[config.mk]
export PLATFORM = sky130hd
export DESIGN_NAME = sram_rr_scheduler
export DESIGN_NICKNAME = d
export VERILOG_FILES = /design/src/rtl/sram_sched_pkg.sv /design/src/rtl/sram_tag_fifo.sv /design/src/rtl/sram_rr_scheduler.sv
export SDC_FILE = /design/constraint.sdc
export NUM_CORES = 1
export LEC_CHECK = 0
export ABC_CLOCK_PERIOD_IN_PS = 8290
export CORE_UTILIZATION = 44
export DETAILED_ROUTE_END_ITERATION = 8
export GPL_TIMING_DRIVEN = 0
export PLACE_DENSITY = 0.87
export RECOVER_POWER = 25
export SLEW_MARGIN = 0
export SYNTH_ARGS = -nofsm -noshare
export SYNTH_HDL_FRONTEND = slang
export SYNTH_HIERARCHICAL = 1
export SYNTH_SLANG_ARGS = --single-unit
[constraint.sdc]
create_clock -name sram_clock -period 8.29 [get_ports sram_clock]
set_input_delay 2.487 -clock sram_clock [delete_from_list [all_inputs] [get_ports sram_clock]]
set_output_delay 2.487 -clock sram_clock [all_outputs]
set_load 0.02 [all_outputs]
[src/rtl/sram_sched_pkg.sv]
// Shared constants for the SRAM round-robin scheduler: requester indices,
// write-request field slices and the read encoding of the byte mask.
package sram_sched_pkg;

    localparam logic [1:0] REQ_W0 = 2'd0;
    localparam logic [1:0] REQ_W1 = 2'd1;
    localparam logic [1:0] REQ_R0 = 2'd2;
    localparam logic [1:0] REQ_R1 = 2'd3;

    localparam int MASK_MSB = 53;
    localparam int MASK_LSB = 50;
    localparam int ADDR_MSB = 49;
    localparam int ADDR_LSB = 32;
    localparam int DATA_MSB = 31;
    localparam int DATA_LSB = 0;

    localparam int REQ_W  = 54;
    localparam int ADDR_W = 18;
    localparam int DATA_W = 32;
    localparam int MASK_W = 4;

    localparam logic [MASK_W-1:0] READ_MASK = 4'b0000;

    // Cyclic successor in the W0, W1, R0, R1 order; R1 wraps to W0.
    function automatic logic [1:0] req_next(input logic [1:0] idx);
        return idx + 2'd1;
    endfunction

endpackage

[src/rtl/sram_tag_fifo.sv]
// 1-bit-wide synchronous FIFO holding the reader tag of each in-flight read.
// Push while full is accepted when a pop happens in the same cycle.
module sram_tag_fifo #(
    parameter int DEPTH = 8
) (
    input  logic                     clk_i,
    input  logic                     rst_ni,
    input  logic                     push_i,
    input  logic                     push_data_i,
    input  logic                     pop_i,
    output logic                     pop_data_o,
    output logic                     full_o,
    output logic                     empty_o,
    output logic [$clog2(DEPTH):0]   count_o
);

    localparam int AW = $clog2(DEPTH);

    logic [DEPTH-1:0] mem_q;
    logic [AW-1:0]    wr_ptr_q, wr_ptr_d;
    logic [AW-1:0]    rd_ptr_q, rd_ptr_d;
    logic [AW:0]      count_q, count_d;
    logic             do_push, do_pop;

    assign empty_o    = (count_q == '0);
    assign full_o     = (count_q == (AW+1)'(DEPTH));
    assign count_o    = count_q;
    assign pop_data_o = mem_q[rd_ptr_q];

    assign do_pop  = pop_i & ~empty_o;
    assign do_push = push_i & (~full_o | do_pop);

    always_comb begin
        wr_ptr_d = wr_ptr_q;
        rd_ptr_d = rd_ptr_q;
        count_d  = count_q;
        if (do_push) wr_ptr_d = wr_ptr_q + AW'(1);
        if (do_pop)  rd_ptr_d = rd_ptr_q + AW'(1);
        case ({do_push, do_pop})
            2'b10:   count_d = count_q + (AW+1)'(1);
            2'b01:   count_d = count_q - (AW+1)'(1);
            default: count_d = count_q;
        endcase
    end

    always_ff @(posedge clk_i or negedge rst_ni) begin
        if (!rst_ni) begin
            wr_ptr_q <= '0;
            rd_ptr_q <= '0;
            count_q  <= '0;
        end else begin
            wr_ptr_q <= wr_ptr_d;
            rd_ptr_q <= rd_ptr_d;
            count_q  <= count_d;
        end
    end

    always_ff @(posedge clk_i) begin
        if (do_push) mem_q[wr_ptr_q] <= push_data_i;
    end

endmodule

[src/rtl/sram_rr_scheduler.sv]
// Round-robin arbiter sharing one SRAM command port among two writers and two
// readers; read tags route returned data back to the issuing reader.
module sram_rr_scheduler
    import sram_sched_pkg::*;
#(
    parameter int TAG_DEPTH = 8,
    parameter int MAX_OUTST = 4
) (
    input  logic        sram_clock,
    input  logic        reset_n,
    input  logic        w0_valid,
    input  logic        w1_valid,
    output logic        w0_pop,
    output logic        w1_pop,
    input  logic [53:0] w0_req,
    input  logic [53:0] w1_req,
    input  logic        r0_valid,
    input  logic        r1_valid,
    output logic        r0_pop,
    output logic        r1_pop,
    input  logic [17:0] r0_addr,
    input  logic [17:0] r1_addr,
    input  logic        r0_afull,
    input  logic        r1_afull,
    output logic        sram_addr_valid,
    input  logic        sram_ready,
    output logic [17:0] sram_addr,
    output logic [31:0] sram_data_in,
    output logic [3:0]  sram_write_mask,
    input  logic [31:0] sram_data_out,
    input  logic        sram_data_out_valid,
    output logic        r0_wr_en,
    output logic        r1_wr_en,
    output logic [31:0] r_wr_data,
    output logic        tag_err
);

    localparam int OW = $clog2(MAX_OUTST + 1);
    localparam int CW = $clog2(TAG_DEPTH) + 1;

    logic [1:0]        rr_ptr_q, rr_ptr_d;
    logic              cmd_vld_q, cmd_vld_d;
    logic [ADDR_W-1:0] cmd_addr_q, cmd_addr_d;
    logic [DATA_W-1:0] cmd_data_q, cmd_data_d;
    logic [MASK_W-1:0] cmd_mask_q, cmd_mask_d;
    logic [OW-1:0]     outst0_q, outst0_d;
    logic [OW-1:0]     outst1_q, outst1_d;
    logic              r0_wr_en_q, r1_wr_en_q;
    logic [DATA_W-1:0] r_wr_data_q;
    logic              tag_err_q;

    logic [3:0]        elig;
    logic              grant_en;
    logic              gnt_vld;
    logic [1:0]        gnt_idx;
    logic              rd_gnt;
    logic              ret_ok;

    logic              tag_rd_data;
    logic              tag_full, tag_empty;
    logic [CW-1:0]     unused_tag_count;

    sram_tag_fifo #(
        .DEPTH (TAG_DEPTH)
    ) u_tag_fifo (
        .clk_i       (sram_clock),
        .rst_ni      (reset_n),
        .push_i      (rd_gnt),
        .push_data_i (gnt_idx[0]),
        .pop_i       (ret_ok),
        .pop_data_o  (tag_rd_data),
        .full_o      (tag_full),
        .empty_o     (tag_empty),
        .count_o     (unused_tag_count)
    );

    always_comb begin
        elig         = '0;
        elig[REQ_W0] = w0_valid;
        elig[REQ_W1] = w1_valid;
        elig[REQ_R0] = r0_valid & ~r0_afull & (outst0_q < OW'(MAX_OUTST)) & ~tag_full;
        elig[REQ_R1] = r1_valid & ~r1_afull & (outst1_q < OW'(MAX_OUTST)) & ~tag_full;
    end

    // Pops are combinational, so grants must be suppressed while reset is held.
    assign grant_en = reset_n & (~cmd_vld_q | sram_ready);

    always_comb begin
        logic [1:0] idx;
        gnt_vld = 1'b0;
        gnt_idx = rr_ptr_q;
        idx     = rr_ptr_q;
        for (int i = 3; i >= 0; i--) begin
            idx = rr_ptr_q + 2'(i);
            if (elig[idx]) begin
                gnt_vld = 1'b1;
                gnt_idx = idx;
            end
        end
        gnt_vld = gnt_vld & grant_en;
    end

    assign w0_pop = gnt_vld & (gnt_idx == REQ_W0);
    assign w1_pop = gnt_vld & (gnt_idx == REQ_W1);
    assign r0_pop = gnt_vld & (gnt_idx == REQ_R0);
    assign r1_pop = gnt_vld & (gnt_idx == REQ_R1);

    assign rd_gnt = gnt_vld & gnt_idx[1];
    assign ret_ok = sram_data_out_valid & ~tag_empty;

    always_comb begin
        rr_ptr_d   = gnt_vld ? req_next(gnt_idx) : rr_ptr_q;
        cmd_vld_d  = cmd_vld_q & ~sram_ready;
        cmd_addr_d = cmd_addr_q;
        cmd_data_d = cmd_data_q;
        cmd_mask_d = cmd_mask_q;
        if (gnt_vld) begin
            cmd_vld_d = 1'b1;
            case (gnt_idx)
                REQ_W0: begin
                    cmd_addr_d = w0_req[ADDR_MSB:ADDR_LSB];
                    cmd_data_d = w0_req[DATA_MSB:DATA_LSB];
                    cmd_mask_d = w0_req[MASK_MSB:MASK_LSB];
                end
                REQ_W1: begin
                    cmd_addr_d = w1_req[ADDR_MSB:ADDR_LSB];
                    cmd_data_d = w1_req[DATA_MSB:DATA_LSB];
                    cmd_mask_d = w1_req[MASK_MSB:MASK_LSB];
                end
                REQ_R0: begin
                    cmd_addr_d = r0_addr;
                    cmd_data_d = '0;
                    cmd_mask_d = READ_MASK;
                end
                default: begin
                    cmd_addr_d = r1_addr;
                    cmd_data_d = '0;
                    cmd_mask_d = READ_MASK;
                end
            endcase
        end
    end

    // A grant and a return on the same reader in one cycle leave the count unchanged.
    always_comb begin
        outst0_d = outst0_q + OW'(rd_gnt & ~gnt_idx[0]) - OW'(ret_ok & ~tag_rd_data);
        outst1_d = outst1_q + OW'(rd_gnt &  gnt_idx[0]) - OW'(ret_ok &  tag_rd_data);
    end

    always_ff @(posedge sram_clock or negedge reset_n) begin
        if (!reset_n) begin
            rr_ptr_q    <= REQ_W0;
            cmd_vld_q   <= 1'b0;
            cmd_addr_q  <= '0;
            cmd_data_q  <= '0;
            cmd_mask_q  <= '0;
            outst0_q    <= '0;
            outst1_q    <= '0;
            r0_wr_en_q  <= 1'b0;
            r1_wr_en_q  <= 1'b0;
            r_wr_data_q <= '0;
            tag_err_q   <= 1'b0;
        end else begin
            rr_ptr_q    <= rr_ptr_d;
            cmd_vld_q   <= cmd_vld_d;
            cmd_addr_q  <= cmd_addr_d;
            cmd_data_q  <= cmd_data_d;
            cmd_mask_q  <= cmd_mask_d;
            outst0_q    <= outst0_d;
            outst1_q    <= outst1_d;
            r0_wr_en_q  <= ret_ok & ~tag_rd_data;
            r1_wr_en_q  <= ret_ok &  tag_rd_data;
            if (sram_data_out_valid) r_wr_data_q <= sram_data_out;
            if (sram_data_out_valid & tag_empty) tag_err_q <= 1'b1;
        end
    end

    assign sram_addr_valid = cmd_vld_q;
    assign sram_addr       = cmd_addr_q;
    assign sram_data_in    = cmd_data_q;
    assign sram_write_mask = cmd_mask_q;
    assign r0_wr_en        = r0_wr_en_q;
    assign r1_wr_en        = r1_wr_en_q;
    assign r_wr_data       = r_wr_data_q;
    assign tag_err         = tag_err_q;

endmodule

; ---- After elaboration in Yosys (flattened, before gate mapping)
; Index checks and enable logic that the tools add are counted.
[word_totals]
word_cells = 107
out_inout_bits = 94
ff_bits = 116
[op_classes]
bitwise = 35
order_cmp = 9
mux = 26
n_addsub = 12
n_reduce_logical = 4
n_eq_ne = 6
[ops]
columns = operator, n
row1 = one-hot mux 32 bit (2 select lines), 1
row2 = one-hot mux 18 bit (3 select lines), 1
row3 = AND 1 bit, 22
row4 = one-hot mux 4 bit (2 select lines), 2
row5 = "less-than comparator 2 x 3 -> 1 bit, second input constant", 4
row6 = two-way mux 1 bit, 11
row7 = binary-select mux 1 bit (select 2 bit), 4
row8 = bitwise mux 8 bit, 1
row9 = "less-than comparator 3 x 4 -> 1 bit, second input constant", 2
row10 = two-way mux 2 bit, 4
row11 = NOT 1 bit, 7
row12 = "adder 3 x 1 -> 3 bit, second input constant", 2
row13 = AND 1 x 3 -> 3 bit, 2
row14 = "equality test 2 bit, second input constant", 3
row15 = "less-than comparator 3 bit, second input constant", 2
row16 = NOT 1 -> 3 bit, 2
row17 = "adder 2 x 1 -> 2 bit, second input constant", 2
row18 = "adder 2 bit, second input constant", 2
row19 = "adder 4 x 1 -> 4 bit, second input constant", 1
row20 = "equality test 2 x 1 -> 1 bit, second input constant", 2
row21 = "equality test 4 bit, second input constant", 1
row22 = logical NOT 4 bit, 1
row23 = "subtractor 4 x 1 -> 4 bit, second input constant", 1
row24 = adder 3 x 1 -> 3 bit, 1
row25 = other kinds (10), 11

; ---- Depth between registers and ports, before layout
; Gate-level depths: netlist of run 1.
[logic_depth]
depth_word = 15
mapped_depth = 14

; ---- Cells and area by module
; The synthesis of run 1 kept the hierarchy.
[modules_own_cells]
columns = mod, n_inst, area_each_um2, cells_each
row1 = sram_rr_scheduler, 1, 4580.6, 427
row2 = sram_tag_fifo, 1, 978.4, 78

; ---- Worst setup path before layout of run 1
; No wires, ideal clock.
[synth_timing]
kind = input port to output port
startpoint = input r1_afull
endpoint = output w1_pop
required_time_ns = 5.803
n_path_buf = 3
path_slack_ns = 0.806
path_stages = 9
arrival_time_ns = 4.997
path_cell_list = nor4b_4 -> o22ai_2 -> a2111oi_4 -> ha_1 -> buf_2 -> buf_1 -> clkbuf_1 -> inv_1 -> nor2_1
[synth_between]
elab_chain_len = 12
elab_cells_between_ends = 23
classes_between = eq/ne (1) / mux (16) / bitwise (6)
[synth_rtl]
columns = element, line
row1 = from (decl), sram_rr_scheduler.sv:24  ; input logic r1_afull,
row2 = NOT 1 bit *, sram_rr_scheduler.sv:82  ; elig[REQ_R1] = r1_valid & ~r1_afull & (outst1_q < OW'(MAX_OUTST)) & ~tag_full;
row3 = AND 1 bit * (3 in a row), sram_rr_scheduler.sv:82
row4 = binary-select mux 1 bit (select 2 bit), sram_rr_scheduler.sv:95  ; if (elig[idx]) begin
row5 = two-way mux 1 bit (not written as such), sram_rr_scheduler.sv:95
row6 = two-way mux 2 bit (3 in a row), sram_rr_scheduler.sv:95
row7 = two-way mux 2 bit *, sram_rr_scheduler.sv:95
row8 = via gnt_idx[0], sram_rr_scheduler.sv:55  ; logic [1:0] gnt_idx;
row9 = equality test 2 x 1 -> 1 bit *, sram_rr_scheduler.sv:104  ; assign w1_pop = gnt_vld & (gnt_idx == REQ_W1);
row10 = AND 1 bit *, sram_rr_scheduler.sv:104
row11 = to (decl), sram_rr_scheduler.sv:14  ; output logic w1_pop,
; The timed path passes the listed nets; every way through them passes the cells marked *. The select of a mux whose other input is x is not followed.

; ---- Final worst setup path of run 1
[layout_timing]
startpoint = input r0_afull
endpoint = output r0_pop
[layout_between]
elab_chain_len = 12
elab_cells_between_ends = 23
classes_between = eq/ne (1) / mux (16) / bitwise (6)
[layout_rtl]
columns = element, line
row1 = from (decl), sram_rr_scheduler.sv:23  ; input logic r0_afull,
row2 = NOT 1 bit *, sram_rr_scheduler.sv:81  ; elig[REQ_R0] = r0_valid & ~r0_afull & (outst0_q < OW'(MAX_OUTST)) & ~tag_full;
row3 = AND 1 bit * (3 in a row), sram_rr_scheduler.sv:81
row4 = binary-select mux 1 bit (select 2 bit), sram_rr_scheduler.sv:95
row5 = two-way mux 1 bit (not written as such), sram_rr_scheduler.sv:95
row6 = two-way mux 2 bit (3 in a row), sram_rr_scheduler.sv:95
row7 = two-way mux 2 bit *, sram_rr_scheduler.sv:95
row8 = via gnt_idx[0], sram_rr_scheduler.sv:55
row9 = equality test 2 bit *, sram_rr_scheduler.sv:105  ; assign r0_pop = gnt_vld & (gnt_idx == REQ_R0);
row10 = AND 1 bit *, sram_rr_scheduler.sv:105
row11 = to (decl), sram_rr_scheduler.sv:19  ; output logic r0_pop,
; Marks and branches as above.

==> results of run 1 <==
==> path summary, 6_finish.rpt <==
path,startpoint,to,depth (start not counted)
hold / removal,sram_data_in[20]$_DFFE_PN0N_,sram_data_in[20]$_DFFE_PN0N_,2
max in group asynchronous,reset_n,sram_addr[0]$_DFFE_PN0N_,2
setup reg to reg,u_tag_fifo/count_o[3]$_DFFE_PN0P_,u_tag_fifo/count_o[3]$_DFFE_PN0P_,11
setup / recovery,r0_afull,r0_pop,12
hold reg to reg,sram_data_in[20]$_DFFE_PN0N_,sram_data_in[20]$_DFFE_PN0N_,2
min in group asynchronous,reset_n,u_tag_fifo/count_o[0]$_DFFE_PN0P_,1
==> logic make-up after synthesis <==
logic type / Yosys count
compound gates: 147
simple gates: 119
buf+inv: 57
xor+xnor: 10
flops: 116
fa+ha+maj: 17
mux: 39
==> Yosys cell counts (7+ instances only) <==
| master | n | area, µm² |
|---|---|---|
| dfrtp_1 | 108 | 2700 |
| nand2_1 | 63 | 236 |
| o21ai_0 | 46 | 230 |
| a22oi_1 | 36 | 270 |
| mux2_2 | 35 | 394 |
| nor2_1 | 27 | 101 |
| a21oi_1 | 23 | 115 |
| clkbuf_1 | 23 | 86.3 |
| inv_1 | 19 | 71.3 |
| a222oi_1 | 18 | 180 |
| ha_1 | 14 | 175 |
| o21ai_1 | 11 | 55.1 |
| edfxtp_1 | 8 | 240 |
| xnor2_1 | 7 | 61.3 |
==> sequential cells by signal, indices dropped and copies added (netlist names) <==
register	count
tag_err	1
u_tag_fifo/mem_q	8
outst1_q	3
sram_data_in	32
sram_addr_valid	1
r0_wr_en	1
u_tag_fifo/wr_ptr_q	3
sram_addr	18
r_wr_data	32
r1_wr_en	1
sram_write_mask	4
u_tag_fifo/rd_ptr_q	3
rr_ptr_q	2
outst0_q	3
u_tag_fifo/count_o	4
==> worst register-to-register path, delay by kind of cell, from the launching register on <==
kind	cells	cell delay [ns]
AO/OA/AOI/OAI	5	1.55
AND/OR/NAND/NOR	3	1.34
adder cells (fa/ha/maj)	2	0.76
flip-flops	1	0.42
buffers and inverters	1	0.11
==> layer usage <==
metal	GRT usage	share of wire	vias up
met5	0	0	-
met4	0.151	0.038	0
met3	0.0863	0.068	57
met2	0.515	0.53	252
met1	0.331	0.37	2682
li1	-	-	2417
==> metrics by stage <==
step	worst slack [ns]	area, µm²	util	TNS [ns]
floorplan	0.806	5560	-	0
global placement	-3.06	8550	0.703	-38.61
detailed placement	-0.694	8580	0.705	-1.34
CTS	0.0265	9150	0.752	0
global route	-0.00234	9120	0.750	-0.00234
finish	0.129	9120	0.750	0
==> cell type report <==
| class | instances | area [µm²] | area share |
|---|---|---|---|
| tap | 168 | 210 | 0.0230 |
| clock inverter | 5 | 75.1 | 0.00823 |
| sequential | 116 | 2940 | 0.323 |
| timing repair buffer | 281 | 2800 | 0.307 |
| antenna | 1 | 2.50 | 0.000274 |
| inverter | 20 | 75.1 | 0.00823 |
| buffer | 33 | 155 | 0.0170 |
| multi-input combinational | 332 | 2380 | 0.260 |
| clock buffer | 25 | 485 | 0.0532 |
==> repair_timing <==
item | CTS | global route
setup endpoints to repair | 3 | 3
cloned | 0 | 0
buffers inserted | 2 | 0
gates resized for setup | 1 | 1
pin swaps | 1 | 0
==> power breakdown <==
| group | total (mW) | switching (mW) | internal [mW] |
|---|---|---|---|
| Sequential | 0.908 | 0.137 | 0.771 |
| Combinational | 1.37 | 0.746 | 0.626 |
| Clock | 0.704 | 0.243 | 0.461 |
| Total | 2.98 | 1.13 | 1.86 |
==> cells in the final DEF, fill, tap and decap left out, types with 2 or more instances in the layout <==
cell type,synthesis,routed
mux4_2,2,2
nor4b_4,2,2
nor3b_1,5,5
clkbuf_1,23,27
buf_1,5,2
fa_1,3,3
xor2_1,3,3
bufinv_16,0,2
buf_2,3,3
clkbuf_16,0,17
o21ai_0,46,46
a222oi_1,18,18
buf_4,5,8
a22oi_1,36,36
xnor2_1,7,7
nor3_1,3,3
o21ai_1,11,11
nand2_1,63,63
edfxtp_1,8,8
mux2_2,35,35
dfrtp_1,108,108
nand2b_1,4,4
clkbuf_8,0,3
clkdlybuf4s50_1,0,275
nor2_1,27,27
ha_1,14,14
clkinv_2,0,3
o211ai_1,3,3
nand3_1,2,2
inv_1,19,19
nor4_1,2,2
nor2b_1,3,3
a21oi_1,23,22
dlygate4sd3_1,0,2
==> summary.md, run 1 <==
| Metric | Value |
|---|---|
| Vias per cell | ~5.5 |
| Die height | 114 µm |
| CTS max path bufs | 2 |
| Core area | approximately 0.012 mm² |
| Simple-Gate Fraction of Synth Area | 0.104 |
| Netlist Area Pre-Place | approximately 0.0056 mm² |
| Fillers | ~850 |
| DR pass1 iterations | 9 |
| Layout Skew | between 0.007 and 0.008 ns |
| Crit Path Class | in -> out |
| Placed cells | roughly 950 |
| Total Power | about 3.0 mW |
| CP delay by family, top | buffers and inverters |
| GR Overflow Total | 0 |
| Starting density of the core | 0.457 |
| First-pass GRT wire length | about 29 mm |
| Num CTS Buffers | 17 |
| Antenna-violating nets left | 0 |
| Adder-cell share of the synthesized area | 0.0423 |
| Clk root buf | clkbuf_16 |
| Synth Area in Compound Gates | 0.181 |
| Die area | around 0.013 mm² |
| Period Utilization, post-route | 0.984 |
| Initial antenna violation count | 1 |
| CTS tree | done |
| Area Overhead vs Synth | 64.1% |
| CP Launch Type | primary input |
| Bufs and invs on worst path | 7 |
| H-tree Lvls | 4 |
| CP arrival | between 5 and 6 ns |
| CTS Sinks | between 100 and 150 |
| Worst-Skew Late Latency | ~0.41 ns |
| Largest net degree at the start of global routing | 73 |
| Worst path max stage delay | between 0.6 and 0.7 ns |
| Post-Syn Nets | roughly 700 |
| Largest family of logic cells by synthesized area | compound AO/OA/AOI/OAI gates |
| Pins over their slew limit | 73 |
| Asr flop ratio synth | 0.931 |
| WL final | around 19 mm |
| Status | finished with violations |
| Yosys warns | 6 |
| Leakage | around 3.8 nW |
| Synth cell types | 50 |
| Maximum vdd ir drop | roughly 0.17 mV |
| Most used DFF post-synth | dfrtp_1 |
| Number of enable flip-flop cells after synthesis | 8 |
| Max_cap viols | 1 |
| WL/cell | between 15 and 20 µm |
| Worst Tran Pin Value | 3.80 ns |
| Sequential-to-total area share from yosys stat | 0.529 |
| # DRC | 0 |
| Failing checks | capacitance limit, slew limit |
| Final Hold Viols | 0 |
| Endpoints failing setup | 0 |
| Required @ worst endpoint | just under 6 ns |
| Mapped Avg Cell Area | around 11 µm² |
| Vias | around 5400 |
| Relative slew slack | -1.53 |
| Reg2Reg Setup Slack | between 3 and 4 ns |
| Post-Synthesis Cells | ~500 |
| CP max-delay cell | clkdlybuf4s50_1 |
| DP HPWL | between 10 and 15 mm |
| Worst hold slack | 0.478 ns |
| I/O Pins | between 200 and 300 |
| Clock Pin Slew Worst Setup and Hold Paths | around 0.050 ns |
| Max FO, Critical Path | 10 |
| Hold crit path type | reg -> reg |
| Mux contribution to synthesized area | 0.0835 |
| Setup crit end kind | output port |
| Tmin final | slightly above 8 ns |
| Vias in the first global route | 5617 |
| GRT Util Overall | 0.296 |
| Worst path cell trace | clkdlybuf4s50_1 > or4b_1 > o22ai_2 > a2111oi_4 > buf_4 > inv_1 > ha_1 > clkbuf_1 > clkbuf_2 > inv_1 > nor2_1 > clkdlybuf4s50_1 |
| Hold_buf cts | 0 |
| Overall die width | between 100 and 150 µm |
| 1st-iter DRT viols | around 440 |
| Row Count | 40 |
| Post-synthesis register bit count | roughly 120 |
| Finished Layout Cells | just under 1000 |
| Nets | around 1000 |
| Post-Synth XOR/XNOR Area | 0.0158 |
| Share of layout cells above drive strength 1 | 0.107 |
| Routability congestion estimate | between 0.9 and 1 |
| PortBufs | approximately 280 |
| Power per Cell Area | 327 mW/mm² |
| Max Clk Rate | approximately 0.12 GHz |
(Power assumes the default switching activity.)
==> inputs of run 2 (changes only) <==
--- a/config.mk
+++ b/config.mk
@@ -5,13 +5,13 @@
 export SDC_FILE = /design/constraint.sdc
 export NUM_CORES = 1
 export LEC_CHECK = 0
-export ABC_CLOCK_PERIOD_IN_PS = 8290
+export ABC_CLOCK_PERIOD_IN_PS = 9700
 export CORE_UTILIZATION = 44
 export DETAILED_ROUTE_END_ITERATION = 8
 export GPL_TIMING_DRIVEN = 0
 export PLACE_DENSITY = 0.87
 export RECOVER_POWER = 25
-export SLEW_MARGIN = 0
+export SLEW_MARGIN = 20
 export SYNTH_ARGS = -nofsm -noshare
 export SYNTH_HDL_FRONTEND = slang
 export SYNTH_HIERARCHICAL = 1
==> constraint.sdc (replaced) <==
create_clock -name sram_clock -period 9.7 [get_ports sram_clock]
set_input_delay 2.91 -clock sram_clock [delete_from_list [all_inputs] [get_ports sram_clock]]
set_output_delay 2.91 -clock sram_clock [all_outputs]
set_load 0.02 [all_outputs]
==> summary.md, run 2 (synthesis results as in run 1) <==
| Metric | Value |
|---|---|
| Most frequent cells in the layout | clkdlybuf4s50_1 (277), dfrtp_1 (108), nand2_1 (63) (was clkdlybuf4s50_1 (275), dfrtp_1 (108), nand2_1 (63)) |
| Setup TNS | 0 ns (unchanged) |
| Die height | 114 µm (unchanged) |
| Dpl cell area | 0.00858 mm² (about the same) |
| Placed cells | 952 (unchanged) |
| Worst R2R Path Depth | 11 (unchanged) |
| Vias per cell | 5.50 (was 5.51) |
| Crit Path Class | in -> out (unchanged) |
| # DRC | 0 (unchanged) |
| Power per Cell Area | 278 mW/mm² (was 327 mW/mm²) |
| Vias | 5422 (was 5408) |
| Period Utilization, post-route | 0.977 |
| Clk root buf | clkbuf_16 (unchanged) |
| Initial antenna violation count | 1 (unchanged) |
| Layout Skew | 0.00658 ns (was 0.00720 ns) |
| FF/Latch Area | 0.00294 mm² (unchanged) |
| CTS resizes | 0 (was 1) |
| Status | finished with violations (unchanged) |
| Vias in the first global route | 5696 (was 5617) |
| Final worst setup slack | 0.228 ns (was 0.129 ns) |
| DP HPWL | 14.2 mm (about the same) |
| Clock Pin Slew Worst Setup and Hold Paths | 0.05 ns (about the same) |
| Tmin final | between 9 and 10 ns |
| Max FO, Critical Path | 10 (unchanged) |
| Hold_sp | sram_addr[12]$_DFFE_PN0N_ (was sram_data_in[20]$_DFFE_PN0N_) |
| Antenna-violating nets left | 0 (unchanged) |
| Commonest non-fill, non-tap cell in the layout | clkdlybuf4s50_1 (unchanged) |
| Failing checks | capacitance limit, slew limit (unchanged) |
| Hold crit path type | reg -> reg (unchanged) |
| Largest net degree at the start of global routing | 73 (unchanged) |
| Comb power frac | 0.465 (was 0.460) |
| WL final | 18.9 mm (about the same) |
| Maximum vdd ir drop | 0.145 mV (was 0.172 mV) |
| Endpoints failing setup | 0 (unchanged) |
| PortBufs | 278 (unchanged) |
| Reg2Reg Setup Slack | 5.46 ns (was 3.97 ns) |
| CTS Sinks | 116 (unchanged) |
| Starting density of the core | 0.457 (unchanged) |
| Worst hold slack | 0.473 ns (was 0.478 ns) |
| GRT Util Overall | 0.296 (about the same) |
| Hold Path Sink | sram_addr[12]$_DFFE_PN0N_ (was sram_data_in[20]$_DFFE_PN0N_) |
| I/O Pins | 280 (unchanged) |
| R2r endpoint | u_tag_fifo/count_o[3]$_DFFE_PN0P_ (unchanged) |
| Design area | 0.00912 mm² (unchanged) |
| Finished Layout Cells | 985 (was 981) |
| Worst-Skew Late Latency | 0.41 ns (about the same) |
| Overall die width | 114 µm (unchanged) |
| Hold Crit Depth | 2 (unchanged) |
| Final Hold Viols | 0 (unchanged) |
| H-tree Lvls | 4 (unchanged) |
| GR Overflow Total | 0 (unchanged) |
| Fillers | 840 (was 846) |
| Worst Tran Pin Value | 3.75 ns (was 3.80 ns) |
| Net Switching | 0.961 mW (was 1.13 mW) |
| Reg-to-reg startpoint | u_tag_fifo/count_o[3]$_DFFE_PN0P_ (unchanged) |
| First-pass GRT wire length | 29.0 mm (was 28.8 mm) |
| 1st-iter DRT viols | 404 (was 441) |
| DR pass1 iterations | 6 (was 9) |
| Relative slew slack | -1.50 (was -1.53) |
| Max Clk Rate | ~0.11 GHz |
| WL/cell | 19.2 µm (was 19.3 µm) |
| Setup crit end kind | output port (unchanged) |
| CP Launch Type | primary input (unchanged) |
| Hold_buf cts | 0 (unchanged) |
| CP arrival | 6.56 ns (was 5.67 ns) |
| Share of layout cells above drive strength 1 | 0.104 (was 0.107) |
| Routability congestion estimate | 0.905 (unchanged) |
| Total Power | 2.53 mW (was 2.98 mW) |
| Die area | 0.0131 mm² (unchanged) |
| Finished Core Util | 0.750 (unchanged) |
| Area Overhead vs Synth | 64.1% (unchanged) |
| Clock power share | 0.228 (was 0.236) |
| Critical Path Source | r1_afull (was r0_afull) |
| Multi-input gate area | 0.00237 mm² (was 0.00238 mm²) |
| Power Internal | 1.57 mW (was 1.86 mW) |
| Max_cap viols | 1 (unchanged) |
| CTS max path bufs | 2 (unchanged) |
| Row Count | 40 (unchanged) |
| Nets | 1008 (was 1004) |
| Required @ worst endpoint | 6.79 ns (was 5.80 ns) |
| Sequential share of power | 0.306 (was 0.304) |
| Number of setup buffers added after CTS | 2 (unchanged) |
| RSZ-0062 raised after global routing | no |
| Core area | 0.0122 mm² (unchanged) |
| Num CTS Buffers | 17 (unchanged) |
| Leakage | 3.76 nW (was 3.77 nW) |
| CTS tree | done (unchanged) |
| Sw frac | 0.379 (was 0.377) |
| Pins over their slew limit | 73 (unchanged) |
| Pre-CTS setup slack | -0.146 ns (was -0.694 ns) |
==> run 2: worst max-delay path, cell delays in order <==
cell	delay, ns
clkdlybuf4s50_1	0.48
nor4b_4	0.50
o22ai_2	0.16
a2111oi_4	0.43
ha_1	0.21
buf_2	0.25
buf_1	0.43
clkbuf_1	0.40
inv_1	0.08
nor2_1	0.11
clkdlybuf4s50_1	0.60
==> run 2: how the worst max path moves through the flow <==
stage / endpoint / slack [ns] / depth (start not counted)
floorplan: w1_pop / 1.37 / 9
global placement: r1_pop / -2.49 / 6
detailed placement: w1_pop / -0.15 / 11
CTS: w1_pop / 0.29 / 11
global route: w0_pop / 0.06 / 13
finish: w1_pop / 0.23 / 11
==> run 2: layout make-up <==
type | instances | share of cell area
diodes | 1 | 0.000274
plain buffers | 37 | 0.0185
clock buffers | 26 | 0.0547
clock inverters | 4 | 0.00521
inverters | 20 | 0.00823
multi-input cells | 332 | 0.260
flip-flops and latches | 116 | 0.323
well taps | 168 | 0.0230
repair buffers | 281 | 0.307
==> run 2: power groups by stage <==
stage | Combinational [mW] | Sequential [mW] | Clock [mW]
2_1_floorplan | 0.492 | 0.913 | 0
3_3_place_gp | 1.12 | 0.767 | 0
3_5_place_dp | 1.16 | 0.780 | 0
4_1_cts | 1.18 | 0.775 | 0.590
5_1_grt | 1.27 | 0.796 | 0.611
6_report | 1.18 | 0.776 | 0.579
==> run 2: metal layers <==
metal | vias up | GRT usage | share of wire
met5 | - | 0 | 0
met4 | 0 | 0.169 | 0.038
met3 | 54 | 0.0778 | 0.067
met2 | 251 | 0.513 | 0.52
met1 | 2679 | 0.332 | 0.37
li1 | 2438 | - | -
